$ cat src/rtl/uart_tx_buffered.sv
// uart_tx_buffered
//   8N1 UART transmitter fed by a small byte FIFO. Software queues bytes
//   through i_TX_DV/i_TX_Byte; the FSM drains the FIFO one frame at a time,
//   using the bit-period divisor latched at the start of each frame.
//
// Ports
//   i_Clock       system clock
//   i_Reset_n     asynchronous active-low reset
//   CLKS_PER_BIT  clocks per serial bit (values 0 and 1 behave as 2)
//   i_TX_DV       write strobe, enqueues i_TX_Byte when o_TX_Ready is high
//   i_TX_Byte     byte to enqueue
//   o_TX_Ready    FIFO not full (registered)
//   o_TX_Overrun  one-cycle pulse after a write was dropped on a full FIFO
//   o_FIFO_Count  bytes waiting in the FIFO, excluding the byte in flight
//   o_TX_Serial   serial line, idle high
//   o_TX_Active   high from start bit through stop bit
//   o_TX_Done     one-cycle pulse after each stop bit
//
// state   | meaning
// IDLE    | line high, pop next byte and latch divisor when FIFO non-empty
// START   | start bit (low) for D clocks
// DATA    | 8 data bits LSB first, D clocks each
// STOP    | stop bit (high) for D clocks
// CLEANUP | single cycle, o_TX_Done asserted

module uart_tx_buffered #(
  parameter int FIFO_DEPTH = 4
) (
  input  logic                          i_Clock,
  input  logic                          i_Reset_n,
  input  logic [15:0]                   CLKS_PER_BIT,
  input  logic                          i_TX_DV,
  input  logic [7:0]                    i_TX_Byte,
  output logic                          o_TX_Ready,
  output logic                          o_TX_Overrun,
  output logic [$clog2(FIFO_DEPTH):0]   o_FIFO_Count,
  output logic                          o_TX_Serial,
  output logic                          o_TX_Active,
  output logic                          o_TX_Done
);

  localparam int AW = $clog2(FIFO_DEPTH);
  localparam int CW = AW + 1;
  localparam logic [CW-1:0] FULL_CNT = CW'(FIFO_DEPTH);

  typedef enum logic [2:0] {IDLE, START, DATA, STOP, CLEANUP} state_t;

  logic [7:0]    mem_q [FIFO_DEPTH];
  logic [AW-1:0] wr_ptr_q, rd_ptr_q;
  logic [CW-1:0] count_q, count_d;
  logic          ready_q, overrun_q;

  state_t        state_q;
  logic [7:0]    shift_q;
  logic [15:0]   div_q, clk_cnt_q;
  logic [2:0]    bit_idx_q;
  logic          serial_q, active_q, done_q;

  logic          push, pop, bit_end;
  logic [15:0]   div_eff;

  // Ready is registered, so a write that meets a full FIFO is dropped even
  // if the FSM pops on the very same edge.
  assign push    = i_TX_DV & ready_q;
  assign pop     = (state_q == IDLE) && (count_q != '0);
  assign div_eff = (CLKS_PER_BIT < 16'd2) ? 16'd2 : CLKS_PER_BIT;
  assign bit_end = (clk_cnt_q == div_q - 16'd1);

  always_comb begin
    count_d = count_q;
    if (push && !pop)      count_d = count_q + CW'(1);
    else if (!push && pop) count_d = count_q - CW'(1);
  end

  always_ff @(posedge i_Clock) begin
    if (push) mem_q[wr_ptr_q] <= i_TX_Byte;
  end

  always_ff @(posedge i_Clock or negedge i_Reset_n) begin
    if (!i_Reset_n) begin
      wr_ptr_q  <= '0;
      rd_ptr_q  <= '0;
      count_q   <= '0;
      ready_q   <= 1'b1;
      overrun_q <= 1'b0;
    end else begin
      if (push) wr_ptr_q <= wr_ptr_q + AW'(1);
      if (pop)  rd_ptr_q <= rd_ptr_q + AW'(1);
      count_q   <= count_d;
      ready_q   <= (count_d != FULL_CNT);
      overrun_q <= i_TX_DV & ~ready_q;
    end
  end

  always_ff @(posedge i_Clock or negedge i_Reset_n) begin
    if (!i_Reset_n) begin
      state_q   <= IDLE;
      shift_q   <= '0;
      div_q     <= 16'd2;
      clk_cnt_q <= '0;
      bit_idx_q <= '0;
      serial_q  <= 1'b1;
      active_q  <= 1'b0;
      done_q    <= 1'b0;
    end else begin
      case (state_q)
        IDLE: begin
          serial_q <= 1'b1;
          active_q <= 1'b0;
          done_q   <= 1'b0;
          if (pop) begin
            shift_q   <= mem_q[rd_ptr_q];
            div_q     <= div_eff;
            clk_cnt_q <= '0;
            bit_idx_q <= '0;
            serial_q  <= 1'b0;
            active_q  <= 1'b1;
            state_q   <= START;
          end
        end
        START: begin
          if (bit_end) begin
            clk_cnt_q <= '0;
            serial_q  <= shift_q[0];
            state_q   <= DATA;
          end else begin
            clk_cnt_q <= clk_cnt_q + 16'd1;
          end
        end
        DATA: begin
          if (bit_end) begin
            clk_cnt_q <= '0;
            if (bit_idx_q == 3'd7) begin
              serial_q <= 1'b1;
              state_q  <= STOP;
            end else begin
              bit_idx_q <= bit_idx_q + 3'd1;
              serial_q  <= shift_q[bit_idx_q + 3'd1];
            end
          end else begin
            clk_cnt_q <= clk_cnt_q + 16'd1;
          end
        end
        STOP: begin
          if (bit_end) begin
            clk_cnt_q <= '0;
            active_q  <= 1'b0;
            done_q    <= 1'b1;
            state_q   <= CLEANUP;
          end else begin
            clk_cnt_q <= clk_cnt_q + 16'd1;
          end
        end
        CLEANUP: begin
          serial_q <= 1'b1;
          done_q   <= 1'b0;
          state_q  <= IDLE;
        end
        default: state_q <= IDLE;
      endcase
    end
  end

  assign o_TX_Ready   = ready_q;
  assign o_TX_Overrun = overrun_q;
  assign o_FIFO_Count = count_q;
  assign o_TX_Serial  = serial_q;
  assign o_TX_Active  = active_q;
  assign o_TX_Done    = done_q;

endmodule

$ cat config.mk
export PLATFORM = sky130hd
export DESIGN_NAME = uart_tx_buffered
export DESIGN_NICKNAME = d
export VERILOG_FILES = /design/src/rtl/uart_tx_buffered.sv
export SDC_FILE = /design/constraint.sdc
export NUM_CORES = 1
export LEC_CHECK = 0
export ABC_CLOCK_PERIOD_IN_PS = 3400
export BUFFER_PORTS_ARGS = -buffer_cell sky130_fd_sc_hd__buf_2
export CAP_MARGIN = 20
export CORE_MARGIN = 1
export CORE_UTILIZATION = 60
export DETAILED_ROUTE_END_ITERATION = 10
export PLACE_DENSITY = 0.79
export SLEW_MARGIN = 20
export SYNTH_ARGS = -nofsm -noshare
export SYNTH_HDL_FRONTEND = slang
export SYNTH_SLANG_ARGS = --single-unit
$ cat constraint.sdc
create_clock -name i_Clock -period 3.4 [get_ports i_Clock]
set_input_delay 0.51 -clock i_Clock [delete_from_list [all_inputs] [get_ports i_Clock]]
set_output_delay 0.51 -clock i_Clock [all_outputs]
set_load 0.02 [all_outputs]
==> results.md, run 1 <==
- CTS Buffer Depth: 2
- Antenna violations before repair: 0
- Tmin final: 3098 ps
- Fmax: 322.8 MHz
- CTS tree: built
- DRC Markers: 0
- Register area: 2416 µm²
- Die Width: 91.48 µm
- Gr ovfl total: 0
- Root Driver: clkbuf_8
- CTS H-tree depth: 3
- Final cycle utilization of the critical path: 0.9112
- CTS clock-pin slew for the worst setup and hold paths: 100 ps
- Netlist cell types: 67
- DIE HEIGHT: 91.48 µm
- RSZ-0062 raised after global routing: false
- Startpoint types: flip-flop
- Hold_buf cts: 0
- Skew-Pair Late Insertion Delay: 370 ps
- Ys Warns: 0
- Top FF cell, synth: dfrtp_1
- Core area: 7727 µm²
- Leak: 2.164 nW
- DR pass1 iterations: 4
- Pre-CTS setup slack: 274.2 ps
- Total power: 0.002753 W
- Post-DP HPWL: 7.222 mm
- Total CTS buffers: 9
- Share of layout cells above drive strength 1: 0.1927
- Max-cap violation count: 0
- Setup ws final: 301.8 ps
- Final non-filler cell total: 595
- Port Buf Inserts: 34
- Area occupied by multi-input gates: 2221 µm²
- Synthesized area: 4803 µm²
- DR vias: 3636
- Number of enable flip-flop cells after synthesis: 32
- Crit path max fanout: 19
- Slew @ Worst Pin: 789.8 ps
- Total placed cells including tap cells: 579
- First-pass GRT wire length: 17.07 mm
- Worst Setup End Kind: flip-flop
- Hold Crit Class: primary input to asynchronous set/reset pin
- CP Data Required Time: 3660 ps
- Most frequent cells in the layout: 93 x nand2_1, 55 x dfrtp_1, 34 x buf_2, 32 x edfxtp_1, 18 x nand3_1
- Worst Skew: 11.53 ps
- Post-synth ARST share: 0.6444
- CTS Sinks: 90
- Post-DR wirelength/cell: 16.94 µm
- Die Area: 8368 µm²
- Vias in the first global route: 3377
- Yosys reg bits: 90
- Sequential element share of the synthesized area: 0.5030
- Power per Cell Area: 522.3 nW/µm²
- Initial core utilization: 0.6216
- Routed Antenna Nets: 0
- Max-slew violations: 0
- Cells after Synth: 459
- Top-Level Pins: 35
- Slew HR: 0.4686
- WL final: 10.08 mm
- Layout area overhead: 9.742%
- Outcome: finished clean
- Antenna cells: 0
- Largest net degree at the start of global routing: 31
- 1st-iter DRT viols: 212
- Worst Path Class, Setup: flip-flop to flip-flop
- Mean Syn Cell Area: 10.46 µm²
- Final Setup Violations: 0
- Setup Total Neg Slack: 0 ps
- Syn nets: 497
- Gpl congestion: 0.8778
- Fill cells: 596
- Commonest non-fill, non-tap cell in the layout: nand2_1
- Max VDD drop: 0.0004663 V
- Post-Route Utilization: 0.6822
- Tot GR Track Use: 0.2619
- Final hold violations: 0
- Row cnt: 32
- Vias per cell: 6.111
- Crit path DAT: 3360 ps
- Layout Nets: 526
==> worst max-delay path, stage by stage, from the launching register on <==
cell and delay, ps:
dfrtp_1 450, inv_1 100, ha_1 260, or4b_4 530, nor3_1 260, mux2_2 370
o21a_2 310, nor4b_2 430, nor4b_1 290
==> stage by stage <==
step	instance area, µm²	hold WS, ps
after floorplan	4803	214.4
after global placement	5065	452.5
after detailed placement	5065	467.2
after CTS	5270	175.7
after global routing	5271	210.7
final	5271	152.2
==> cell type report <==
type | instances | area share
sequential | 90 | 0.4583
multi-input combinational | 329 | 0.4213
timing repair buffer | 45 | 0.04795
tap | 102 | 0.02421
clock inverter | 7 | 0.01543
inverter | 13 | 0.009257
clock buffer | 9 | 0.02350
==> state kept, by name, indices dropped and copies added, names as in the netlist, 2 cells and up <==
| name | cells |
|---|---|
| clk_cnt_q | 16 |
| wr_ptr_q | 2 |
| div_q | 16 |
| mem_q | 32 |
| o_FIFO_Count | 3 |
| rd_ptr_q | 2 |
| shift_q | 8 |
| state_q | 3 |
| bit_idx_q | 3 |
==> worst paths after layout <==
kind,from,to,slack [ps],depth (start not counted)
max in group asynchronous,i_Reset_n,o_TX_Serial$_DFFE_PN1P_,2380,2
worst max-delay path,div_q[0]$_DFFE_PN0P_,state_q[2]$_DFFE_PN0P_,300,8
worst max register to register,div_q[0]$_DFFE_PN0P_,state_q[2]$_DFFE_PN0P_,300,8
min in group i_Clock,CLKS_PER_BIT[13],div_q[13]$_DFFE_PN0P_,340,3
worst min register to register,shift_q[5]$_DFFE_PN0P_,shift_q[5]$_DFFE_PN0P_,490,2
worst min-delay path,i_Reset_n,clk_cnt_q[8]$_DFFE_PN0P_,150,1
==> logic make-up after synthesis <==
family          after synthesis  share of synthesized area
simple gates                201                     0.2105
flops                        90                     0.5030
compound gates               76                     0.1170
buf+inv                      40                    0.03543
xor+xnor                     25                    0.04558
mux                          14                    0.05574
fa+ha+maj                    13                    0.03282
==> Yosys cell counts, types with 3 or more instances <==
master	count	area, µm²
a21oi_1	12	60.06
a22o_1	6	52.55
a31oi_1	4	25.02
and3_1	11	68.82
buf_1	4	15.01
buf_2	7	35.03
clkbuf_1	14	52.55
dfrtp_1	55	1376
dfstp_2	3	78.83
edfxtp_1	32	960.9
ha_1	11	137.6
inv_1	13	48.80
mux4_2	10	225.2
nand2_1	93	349.1
nand2b_1	4	25.02
nand3_1	18	90.09
nand4_1	4	25.02
nor2_1	17	63.81
nor3_1	10	50.05
nor4_1	11	68.82
o211ai_1	3	22.52
o21ai_0	10	50.05
o311ai_1	3	26.28
o31a_1	3	26.28
o31ai_1	10	75.07
or2_2	6	37.54
or3_1	7	43.79
xnor2_1	16	140.1
xor2_1	9	78.83
==> power breakdown <==
group | switching, W | internal [W]
Combinational | 0.000330 | 0.000242
Clock | 0.000443 | 0.000295
Sequential | 0.000153 | 0.00129
Total | 0.000926 | 0.00183
==> what timing repair did <==
| item | 4_1_cts | 5_1_grt |
|---|---|---|
| setup buffers | 0 | 0 |
| endpoints found under the setup margin | 0 | 1 |
| resized for setup | 0 | 1 |
==> routing by layer <==
metal / wire [µm] / vias to the layer above / global-route usage / share of wire
met5: 0 / - / 0 / 0
met4: 155 / 0 / 0.08598 / 0.015
met3: 495 / 12 / 0.03769 / 0.049
met2: 4692 / 110 / 0.4041 / 0.47
met1: 4734 / 1775 / 0.3833 / 0.47
li1: - / 1739 / - / -
Note: power is estimated with default switching activity, not from simulation.
==> run 2: changes to the inputs <==
- CORE_UTILIZATION: 60 -> 45
- PLACE_DENSITY: 0.79 -> default
==> results.md, run 2 (synthesis results as in run 1) <==
- Crit path largest cell delay: 530 ps
- Die Width: 105.3 µm
- Most frequent cells in the layout: 93 x nand2_1, 55 x dfrtp_1, 34 x buf_2, 32 x edfxtp_1, 18 x nand3_1
- 1st-iter DRT viols: 267
- RSZ-0062 raised after global routing: false
- Post-Route Utilization: 0.5119
- Initial core utilization: 0.4653
- Root Driver: clkbuf_8
- Crit path max fanout: 20
- Gr ovfl total: 0
- Port Buf Inserts: 34
- Antenna violations before repair: 0
- Register-to-register setup slack: 400 ps
- WP buf/inv: 1
- CP cell instances: inv_1, ha_1, or4b_4, nor3_1, mux2_2, o21a_2, nor4b_2, nor4b_1
- CTS clock-pin slew for the worst setup and hold paths: 100 ps
- Core area: 10320 µm²
- Tmin final: 3004 ps
- CP top delay family: simple AND/OR/NAND/NOR gates
- Skew-Pair Late Insertion Delay: 380 ps
- Area occupied by multi-input gates: 2221 µm²
- Top-Level Pins: 35
- Power per Cell Area: 517.7 nW/µm²
- Gpl congestion: 0.8744
- Reg2Reg Launch Point: div_q[0]$_DFFE_PN0P_
- Slew HR: 0.5238
- Routed Antenna Nets: 0
- Outcome: finished clean
- Setup ws final: 396.0 ps
- Layout Nets: 524
- CTS tree: built
- Tot GR Track Use: 0.2053
- Row cnt: 37
- Vias per cell: 5.801
- DIE HEIGHT: 105.3 µm
- Antenna cells: 0
- Max VDD drop: 0.0003447 V
- Commonest non-fill, non-tap cell in the layout: nand2_1
- Post CTS Setup Buffer Count: 0
- Die Area: 11090 µm²
- CTS H-tree depth: 3
- Post-DR wirelength/cell: 16.52 µm
- Crit path DAT: 3290 ps
- CTS Buffer Depth: 2
- Largest Register: mem_q
- Share of layout cells above drive strength 1: 0.1894
- Final cycle utilization of the critical path: 0.8835
- Register area: 2416 µm²
- WL final: 10.36 mm
- Max FFs per register: 32
- Startpoint types: flip-flop
- DR vias: 3637
- RR Endpoint: state_q[2]$_DFFE_PN0P_
- Vias in the first global route: 3424
- Hold Crit Class: primary input to asynchronous set/reset pin
- Crit-path slowest cell: or4b_4
- Final hold violations: 0
- CP Data Required Time: 3680 ps
- Register-to-Register Path Depth: 8
- Worst Skew: 11.55 ps
- First-pass GRT wire length: 17.66 mm
- Leak: 2.147 nW
- Worst Setup End Kind: flip-flop
- Pre-CTS setup slack: 263.9 ps
- Layout area overhead: 10.03%
- Largest net degree at the start of global routing: 31
- DR pass1 iterations: 5
- Fmax: 332.9 MHz
- Post-DP HPWL: 7.407 mm
- Slew @ Worst Pin: 707.7 ps
- Setup Total Neg Slack: 0 ps
- Final Setup Violations: 0
- Biggest regs: mem_q (32), clk_cnt_q (16), div_q (16)
- CTS Sinks: 90
- Fill cells: 966
- Max-cap violation count: 0
- DRC Markers: 0
- Max-slew violations: 0
- Worst Path Class, Setup: flip-flop to flip-flop
- Total CTS buffers: 9
## run 2: how the worst max path moves through the flow
stage / startpoint / end / depth (start not counted)
final: div_q[0]$_DFFE_PN0P_ / state_q[2]$_DFFE_PN0P_ / 8
after global routing: div_q[0]$_DFFE_PN0P_ / state_q[2]$_DFFE_PN0P_ / 8
after CTS: div_q[0]$_DFFE_PN0P_ / clk_cnt_q[2]$_DFFE_PN0P_ / 9
after detailed placement: div_q[0]$_DFFE_PN0P_ / state_q[2]$_DFFE_PN0P_ / 8
after global placement: div_q[0]$_DFFE_PN0P_ / clk_cnt_q[9]$_DFFE_PN0P_ / 10
after floorplan: div_q[0]$_DFFE_PN0P_ / state_q[1]$_DFFE_PN0P_ / 9
## run 2: final cells by class
cell class	count	share of cell area
Inverter	13	0.009233
Sequential cell	90	0.4572
Multi-Input combinational cell	329	0.4202
Clock buffer	9	0.02344
Timing Repair Buffer	43	0.04498
Clock inverter	7	0.01278
Tap cell	136	0.03220
## run 2: worst register-to-register path, cell delays in order (launching register included)
cell     delay, ps
dfrtp_1        430
inv_1           90
ha_1           250
or4b_4         530
nor3_1         250
mux2_2         370
o21a_2         330
nor4b_2        390
nor4b_1        260
## run 2: layer usage
metal	share of wire	GRT usage	wire length, µm
met5	0	0	0
met4	0.019	0.09356	193
met3	0.051	0.02845	525
met2	0.42	0.2857	4391
met1	0.51	0.3151	5250
## run 2: what timing repair did
item,CTS,global route
setup endpoints to repair,0,1
hold buffers,0,0
gates resized for setup,0,1
## run 2: power breakdown
part / internal, W / switching (W)
sequential: 0.00129 / 0.000152
combinational: 0.000241 / 0.000325
clock: 0.000287 / 0.000441
total: 0.00182 / 0.000918
## run 2: through the flow
stage               std cells  cell area [µm²]  hold slack (ps)  power [W]
CTS                       627             5284            180.2   0.002766
global placement          611             5092            456.9   0.002009
global route              627             5285            215.4   0.002879
detailed placement        611             5092            457.8   0.002032
floorplan                 459             4803            214.4   0.001835
finish                    627             5285            162.6   0.002736
==> run 3: changes to the inputs <==
- CAP_MARGIN: 20 -> default
- CORE_UTILIZATION: 45 -> 30
==> results.md, run 3 (synthesis results as in run 1) <==
- Post CTS Setup Buffer Count: 0
- Final hold violations: 0
- Worst setup endpoint: state_q[0]$_DFFE_PN0P_
- Tmin final: 3141 ps
- Design area: 5505 µm²
- Largest Register: mem_q
- Initial core utilization: 0.3114
- Clock power share: 0.332
- Register-to-register setup slack: 260 ps
- RSZ-0062 raised after global routing: false
- RR Endpoint: state_q[0]$_DFFE_PN0P_
- Worst Skew: 6.372 ps
- Total CTS buffers: 9
- Flop pwr share: 0.478
- Setup Total Neg Slack: 0 ps
- Die Width: 128.5 µm
- CTS Sinks: 90
- Root Driver: clkbuf_16
- Register-to-Register Path Depth: 9
- Layout Nets: 527
- Crit path max fanout: 14
- Antenna cells: 0
- First-pass GRT wire length: 18.37 mm
- CP Data Required Time: 3650 ps
- DR pass1 iterations: 4
- Switching share of total power: 0.3199
- Post-DR wirelength/cell: 15.58 µm
- Setup ws final: 259.0 ps
- Top-Level Pins: 35
- 1st-iter DRT viols: 244
- Final cycle utilization of the critical path: 0.9238
- Largest net degree at the start of global routing: 28
- Biggest regs: mem_q (32), clk_cnt_q (16), div_q (16)
- Crit path DAT: 3390 ps
- Tot GR Track Use: 0.1422
- Antenna violations before repair: 0
- Final Setup Violations: 0
- Layout area overhead: 14.61%
- Max-cap violation count: 0
- Power per Cell Area: 549.2 nW/µm²
- Logic gate share of total power: 0.190
- Worst Setup End Kind: flip-flop
- Gpl congestion: 0.8318
- Core area: 15430 µm²
- Post-DP Area: 5209 µm²
- DRC Markers: 0
- CTS H-tree depth: 3
- Max VDD drop: 0.0003271 V
- DIE HEIGHT: 128.5 µm
- Startpoint types: flip-flop
- Port Buf Inserts: 34
- Vias per cell: 5.157
- Skew-Pair Late Insertion Delay: 340 ps
- CTS clock-pin slew for the worst setup and hold paths: 70 ps
- Final hold slack: 85.38 ps
- Reg2Reg Launch Point: div_q[0]$_DFFE_PN0P_
- Fmax: 318.4 MHz
- Row cnt: 45
- Commonest non-fill, non-tap cell in the layout: nand2_1
- DR vias: 3636
- Max-slew violations: 0
- Gr ovfl total: 0
- Hold_buf cts: 0
- Pre-CTS setup slack: 287.0 ps
- CTS Buffer Depth: 2
- Int Pwr: 0.002056 W
- Most frequent cells in the layout: 93 x nand2_1, 55 x dfrtp_1, 34 x buf_2, 32 x edfxtp_1, 18 x nand3_1
- Post-Route Utilization: 0.3569
- Sw Pwr: 0.0009672 W
- Hold Crit Class: primary input to asynchronous set/reset pin
- Crit path from: div_q[0]$_DFFE_PN0P_
- CTS tree: built
- Max FFs per register: 32
- Post-DP HPWL: 7.929 mm
- Die Area: 16520 µm²
- Worst Path Class, Setup: flip-flop to flip-flop
- Vias in the first global route: 3535
- Share of layout cells above drive strength 1: 0.1923
- Leak: 2.212 nW
- Slew @ Worst Pin: 715.0 ps
- Outcome: finished clean
- Routed Antenna Nets: 0
- Post-CTS resize count: 0
- Slew HR: 0.5196
- WL final: 10.99 mm
[run 3: cell types whose count changed in the layout (fill, tap and decap cells not counted)]
cell	delta
o21a_1	+1
clkbuf_16	+9
clkinvlp_4	-1
inv_8	+1
buf_4	+3
o21a_2	-1
clkbuf_8	-9
[run 3: metrics by stage]
step	instances	total power, W
after detailed placement	689	0.002043
after CTS	705	0.003050
after floorplan	459	0.001835
final	705	0.003023
after global placement	689	0.002014
after global routing	705	0.003180
[run 3: critical path, stage by stage, from the launching register on]
cell      delay (ps)
dfrtp_1          420
inv_1             90
ha_1             260
or4b_4           530
nor3_1           270
mux2_2           380
o21a_1           350
buf_4            260
o31a_1           300
a211oi_2         190
[run 3: how the worst min path moves through the flow]
stage                                           to  slack [ps]  depth (start not counted)
after floorplan           bit_idx_q[0]$_DFFE_PN0P_         210                          0
after global placement    clk_cnt_q[0]$_DFFE_PN0P_         460                          1
after detailed placement  clk_cnt_q[2]$_DFFE_PN0P_         460                          1
after CTS                 clk_cnt_q[7]$_DFFE_PN0P_          90                          1
after global routing      clk_cnt_q[7]$_DFFE_PN0P_         100                          1
final                     clk_cnt_q[7]$_DFFE_PN0P_          90                          1
[run 3: area by class of cell]
class	count	area [µm²]
fillers	1557	9922
clock buffers	9	225.2
repair buffers	46	260.3
inverters	13	48.80
clock inverters	7	71.32
flip-flops and latches	90	2416
multi-input cells	329	2220
well taps	211	264.0
[run 3: per-layer routing]
metal  vias up  GRT usage  wire length (µm)
li1       1741          -                 -
met1      1805     0.1977              5373
met2        77     0.2219              4953
met3        13    0.02287               457
met4         0    0.05536               201
met5         -          0                 0
[run 3: power groups by stage]
stage                     Combinational, W  Sequential, W  Clock [W]
after detailed placement          0.000575        0.00147          0
after global routing              0.000645        0.00147    0.00107
final                             0.000573        0.00145    0.00100
after CTS                         0.000581        0.00145    0.00102
after floorplan                   0.000408        0.00143          0
after global placement            0.000557        0.00146          0
